[config.mk]
export PLATFORM = sky130hd
export DESIGN_NAME = sigmoid_scheduler
export DESIGN_NICKNAME = d
export VERILOG_FILES = /design/src/rtl/sigmoid_scheduler_pkg.sv /design/src/rtl/sigmoid_scheduler_rr_arbiter.sv /design/src/rtl/sigmoid_scheduler.sv
export SDC_FILE = /design/constraint.sdc
export NUM_CORES = 1
export LEC_CHECK = 0
export ABC_AREA = 1
export BUFFER_PORTS_ARGS = -buffer_cell sky130_fd_sc_hd__buf_2
export CAP_MARGIN = 5
export CORE_MARGIN = 3
export CORE_UTILIZATION = 40
export DETAILED_ROUTE_END_ITERATION = 16
export GPL_ROUTABILITY_DRIVEN = 0
export PLACE_DENSITY = 0.72
export SYNTH_ARGS = -nofsm -noshare
export SYNTH_HDL_FRONTEND = slang
export SYNTH_SLANG_ARGS = --single-unit
export TNS_END_PERCENT = 30
[constraint.sdc]
create_clock -name clock -period 2.5 [get_ports clock]
set_input_delay 0 -clock clock [delete_from_list [all_inputs] [get_ports clock]]
set_output_delay 0 -clock clock [all_outputs]
set_load 0.1 [all_outputs]
[src/rtl/sigmoid_scheduler_pkg.sv]
// Shared types and constants for the sigmoid scheduler and its benches.
// Fixed-point format is Q6.11 (signed, 18 bits) unless overridden at the top.
package sigmoid_scheduler_pkg;

  localparam int unsigned QINT_BITS  = 6;
  localparam int unsigned QFRAC_BITS = 11;
  localparam int unsigned Q_BW       = QINT_BITS + QFRAC_BITS + 1;

  localparam logic signed [Q_BW-1:0] Q_ONE  = 18'sd2048;
  localparam logic signed [Q_BW-1:0] Q_HALF = 18'sd1024;

  typedef enum logic [1:0] {
    StIdle   = 2'd0,
    StLaunch = 2'd1,
    StRun    = 2'd2,
    StDone   = 2'd3
  } state_e;

  // Index width that never collapses to zero bits.
  function automatic int unsigned idx_width(input int unsigned n);
    return (n > 1) ? $clog2(n) : 1;
  endfunction

endpackage

[src/rtl/sigmoid_scheduler_rr_arbiter.sv]
// Combinational round-robin arbiter: first set request at or above pointer, with wrap.
// Kept generic so other shared activation units can reuse it.
module rr_arbiter #(
  parameter int unsigned N    = 4,
  parameter int unsigned IdxW = 2
) (
  input  logic [N-1:0]    req,
  input  logic [IdxW-1:0] pointer,
  output logic [N-1:0]    gnt,
  output logic [IdxW-1:0] idx,
  output logic            any_req
);

  logic            found;
  int unsigned     j;
  logic [IdxW-1:0] jw;

  always_comb begin
    gnt     = '0;
    idx     = '0;
    any_req = |req;
    found   = 1'b0;
    j       = 0;
    jw      = '0;
    for (int unsigned k = 0; k < N; k++) begin
      j  = (32'(pointer) + k) % N;
      jw = IdxW'(j);
      if (!found && req[jw]) begin
        found   = 1'b1;
        gnt[jw] = 1'b1;
        idx     = jw;
      end
    end
  end

endmodule

[src/rtl/sigmoid_scheduler.sv]
// Shares one multi-cycle sigmoid unit between N_REQ requesters, round-robin.
// The unit's phase is realigned by pulsing sig_rst for one cycle per operation.
module sigmoid_scheduler
  import sigmoid_scheduler_pkg::*;
#(
  parameter int unsigned QN          = 6,
  parameter int unsigned QM          = 11,
  parameter int unsigned N_REQ       = 4,
  parameter int unsigned SIG_LATENCY = 6,
  localparam int unsigned BW         = QN + QM + 1
) (
  input  logic                   clock,
  input  logic                   reset,
  input  logic [N_REQ-1:0]       req_valid,
  input  logic [N_REQ*BW-1:0]    req_operand,
  output logic [N_REQ-1:0]       req_ready,
  output logic [N_REQ-1:0]       rsp_valid,
  output logic signed [BW-1:0]   rsp_data,
  output logic                   busy,
  output logic                   sig_rst,
  output logic signed [BW-1:0]   sig_operand,
  input  logic signed [BW-1:0]   sig_result
);

  localparam int unsigned IdxW = idx_width(N_REQ);
  localparam int unsigned CntW = idx_width(SIG_LATENCY);
  localparam logic [CntW-1:0] CntLast = CntW'(SIG_LATENCY - 1);

  state_e                state_q;
  logic [IdxW-1:0]       ptr_q;
  logic [IdxW-1:0]       gnt_q;
  logic [CntW-1:0]       cnt_q;
  logic signed [BW-1:0]  op_q;

  logic [N_REQ-1:0]      gnt_oh;
  logic [IdxW-1:0]       gnt_idx;
  logic                  any_req;

  rr_arbiter #(
    .N    (N_REQ),
    .IdxW (IdxW)
  ) u_arb (
    .req     (req_valid),
    .pointer (ptr_q),
    .gnt     (gnt_oh),
    .idx     (gnt_idx),
    .any_req (any_req)
  );

  always_ff @(posedge clock) begin
    if (reset) begin
      state_q   <= StIdle;
      ptr_q     <= '0;
      gnt_q     <= '0;
      cnt_q     <= '0;
      op_q      <= '0;
      rsp_data  <= '0;
      rsp_valid <= '0;
    end else begin
      rsp_valid <= '0;
      unique case (state_q)
        StIdle: begin
          if (any_req) begin
            op_q    <= req_operand[32'(gnt_idx)*BW +: BW];
            gnt_q   <= gnt_idx;
            ptr_q   <= (32'(gnt_idx) == N_REQ - 1) ? '0 : gnt_idx + 1'b1;
            state_q <= StLaunch;
          end
        end
        StLaunch: begin
          cnt_q   <= '0;
          state_q <= StRun;
        end
        StRun: begin
          cnt_q <= cnt_q + 1'b1;
          // Sample at the fixed phase; rsp_valid is registered so it lines up with DONE.
          if (cnt_q == CntLast) begin
            rsp_data  <= sig_result;
            rsp_valid <= N_REQ'(1) << gnt_q;
            state_q   <= StDone;
          end
        end
        StDone:  state_q <= StIdle;
        default: state_q <= StIdle;
      endcase
    end
  end

  assign req_ready   = (state_q == StIdle && !reset) ? gnt_oh : '0;
  assign busy        = (state_q != StIdle);
  assign sig_rst     = reset | (state_q == StLaunch);
  assign sig_operand = op_q;

endmodule

==> flow_summary.yaml <==
drt:
  totalWireLength_mm: 9.34
  drc_errors: 0
  drt_iter0_drc: 150
  drtAntennaViolNets: 0
  wire_per_inst_um: 11.8
  drt-pass1-iter-count: 4
  detail_route.vias_per_cell: 4.76
  vias: 3766
clock_network:
  cts_tree: "yes"
  path_clk_slew_ns: 0.10
  clock_sink_count: 49
  htree_levels: 2
  clockBufferDepth: 2
  clock_latency_ns: 0.30
  cts-root-buf: "clkbuf_8"
  postCtsSetupBuffers: 0
  numCtsBuffers: 5
floorplanning:
  die_h_um: 97.3
  io_pins: 142
  initial_utilization_pct: 42.2
  die_x_um: 97.3
  dieArea_um2: 9460
  std_cell_rows: 32
  core_area_um2: 7890
sta:
  drv_slew: 0
  slew_headroom_pct: 58.8
  tightest_slew_ns: 0.618
  period_share_pct: 91.0
  final-hold-violation-count: 0
  setup_viol_count_final: 0
  rsz0062_at_grt: "no"
  fin_tns_setup_ns: 0
  fin_skew_ns: 0.00780
  max_freq_mhz: 440
  fin_crit_ns: 2.27
worst_setup_path:
  r2r_slack_ns: 0.33
  critPathMaxFanout: 10
  crit_slowest_cell: "dfxtp_1"
  max_stage_delay_ns: 0.33
  path_class: "flop to primary output"
  crit_chain: "inv_2 > ha_4 > inv_1 > nand3_1 > nand2_4 > inv_2 > nor2_2 > nand3_2 > o22ai_1 > a21oi_1 > nand2_1 > nand2_1 > inv_1 > buf_12"
  reg2reg_depth: 16
  r2r-end: "sig_operand[10]$_SDFFE_PP0P_"
  cp.arrival_ns: 2.27
  worstPathRequired_ns: 2.50
  cp-start-kind: "flop"
  endpoint_kind: "primary output"
  reg2reg_from: "ptr_q[0]$_SDFFE_PP0P_"
cells_and_area:
  areaGrowthSynthToFinish_pct: 33.4
  fin_nets: 797
  insertedDiodeCount: 0
  drive_gt1_share_pct: 26.1
pwr:
  total_power_w: 0.00566
  leakagePower_nw: 2.71
  peakVddDrop_v: 0.000501
  powerDensity_nw_per_um2: 1270
hold_path:
  min_from: "req_operand[31]"
  min_path_type: "input pin to flop"
  min_delay_path_depth: 7
  hold-path-endpoint: "sig_operand[13]$_SDFFE_PP0P_"
job:
  maxCapViolations: 0
synthesis:
  synth_edf_count: 0
  yosysTopAreaCell: "dfxtp_1"
  postSynth.asyncResetShare_pct: 0
  yosys_most_used_dff: "dfxtp_1"
  yosysMostFrequentCell: "inv_1"
  synth_area_um2: 3330
  yosysSeqAreaShare_pct: 29.5
  yosysUniqueCellTypes: 36
  synth_warnings: 0
  synth_cells: 537
  synth.top_cells.by_count: "inv_1 (116), nand3_1 (96), nand2_1 (92)"
  syn-num-nets: 646
  ys_seq_elements: 49
  avgSynthCellArea_um2: 6.20
  netlist_top_cells_area: "dfxtp_1 (29%), nand3_1 (14%), inv_1 (13%), nand2_1 (10%), nor2_1 (9.2%)"
  synth_top_area_share_pct: 29.5
global_route:
  antenna_found_initial: 0
  grt.overflow.total: 0
  first_global_vias: 3564
  grt_pass1_wl_mm: 15.5
  track_usage_pct: 18.9
  grt_max_degree: 42
status:
  status: "completed"
placed_design:
  port_buffers: 141
  hpwl_mm: 6.67
## routing by layer
layer | part of all wire, % | vias up | GRT usage [%] | wire [um]
met5 | 0 | - | 0 | 0
met4 | 1.1 | 0 | 5.43 | 102
met3 | 8.9 | 12 | 5.67 | 833
met2 | 48 | 130 | 33.9 | 4510
met1 | 42 | 1689 | 21.7 | 3900
li1 | - | 1935 | - | -
## cell families (layout without fill, tap and decap cells)
family | after synthesis | after routing | synth area share, %
AO/OA/AOI/OAI | 41 | 41 | 7.21
XOR/XNOR | 1 | 1 | 0.263
adder cells (fa/ha/maj) | 13 | 13 | 4.88
buffers and inverters | 144 | 296 | 18.4
flip-flops | 49 | 49 | 29.5
AND/OR/NAND/NOR | 289 | 289 | 39.8
## layout make-up
type / count / area (um^2)
Clock inverter: 2 / 16.3
Multi-Input combinational cell: 344 / 1760
Timing Repair Buffer: 168 / 1030
Fill cell: 770 / 3440
Clock buffer: 6 / 82.6
Tap cell: 102 / 128
Inverter: 120 / 450
Sequential cell: 49 / 981
## worst max path at each step
stage                                from                           end  slack (ns)  cells past startpoint
floorplan           ptr_q[0]$_SDFFE_PP0P_         ptr_q[1]$_SDFFE_PP0P_        0.12                     13
global placement    ptr_q[0]$_SDFFE_PP0P_   sig_operand[6]$_SDFFE_PP0P_        0.34                     16
detailed placement  ptr_q[1]$_SDFFE_PP0P_  sig_operand[13]$_SDFFE_PP0P_        0.27                     16
CTS                 ptr_q[0]$_SDFFE_PP0P_                  req_ready[3]        0.15                     14
global route        ptr_q[0]$_SDFFE_PP0P_                  req_ready[3]        0.03                     14
finish              ptr_q[0]$_SDFFE_PP0P_                  req_ready[3]        0.23                     14
## cells in the final DEF, fill, tap and decap left out, types with 2 or more instances in the layout
master           n
nand3_2          3
buf_2          137
inv_1          115
o211ai_1         2
nor2_8           2
nor2_4           3
inv_2            4
buf_12           5
nand2_1         92
ha_1            12
o22ai_1          4
nand2_4          2
nand3_1         95
a21oi_1          7
dfxtp_1         49
nand2_2          2
nor2_1          82
clkbuf_8         6
o21ai_0         23
dlygate4sd3_1   18
buf_4            8
## registers in the layout, summed over array words and instances (netlist names)
signal,count
cnt_q,3
sig_operand,18
state_q,2
ptr_q,2
gnt_q,2
rsp_data,18
rsp_valid,4
## power breakdown
group,leakage (nW),internal [W],total (W),switching (W)
sequential,0.401,0.000949,0.00104,0.0000891
combinational,2.26,0.00120,0.00411,0.00291
clock,0.0478,0.000228,0.000512,0.000284
total,2.71,0.00237,0.00566,0.00328
## stage by stage
step	utilization [%]	std cells	instance area (um^2)	worst slack, ns	hold WS (ns)
after detailed placement	52.5	765	4140	0.266	0.227
final	56.3	791	4440	0.225	0.0798
after CTS	56.0	791	4420	0.146	0.0703
after floorplan	-	537	3330	0.123	0.135
after global routing	56.3	791	4440	0.0313	0.113
after global placement	52.5	765	4140	0.337	0.220
## critical path, delay by kind of cell, from the launching register on
kind                       cells  cell delay, ns
and+or+nand+nor                6            0.63
adders and majority gates      1            0.25
buffers and inverters          5            0.58
AOI/OAI and AO/OA              2            0.19
DFF                            1            0.33
## timing repair
| action | 4_1_cts | 5_1_grt |
|---|---|---|
| gates resized for setup | 0 | 4 |
| hold endpoints to repair | 18 | 0 |
| setup endpoints to repair | 0 | 9 |
| hold buffers | 18 | 0 |
Note: power is estimated with default switching activity, not from simulation.
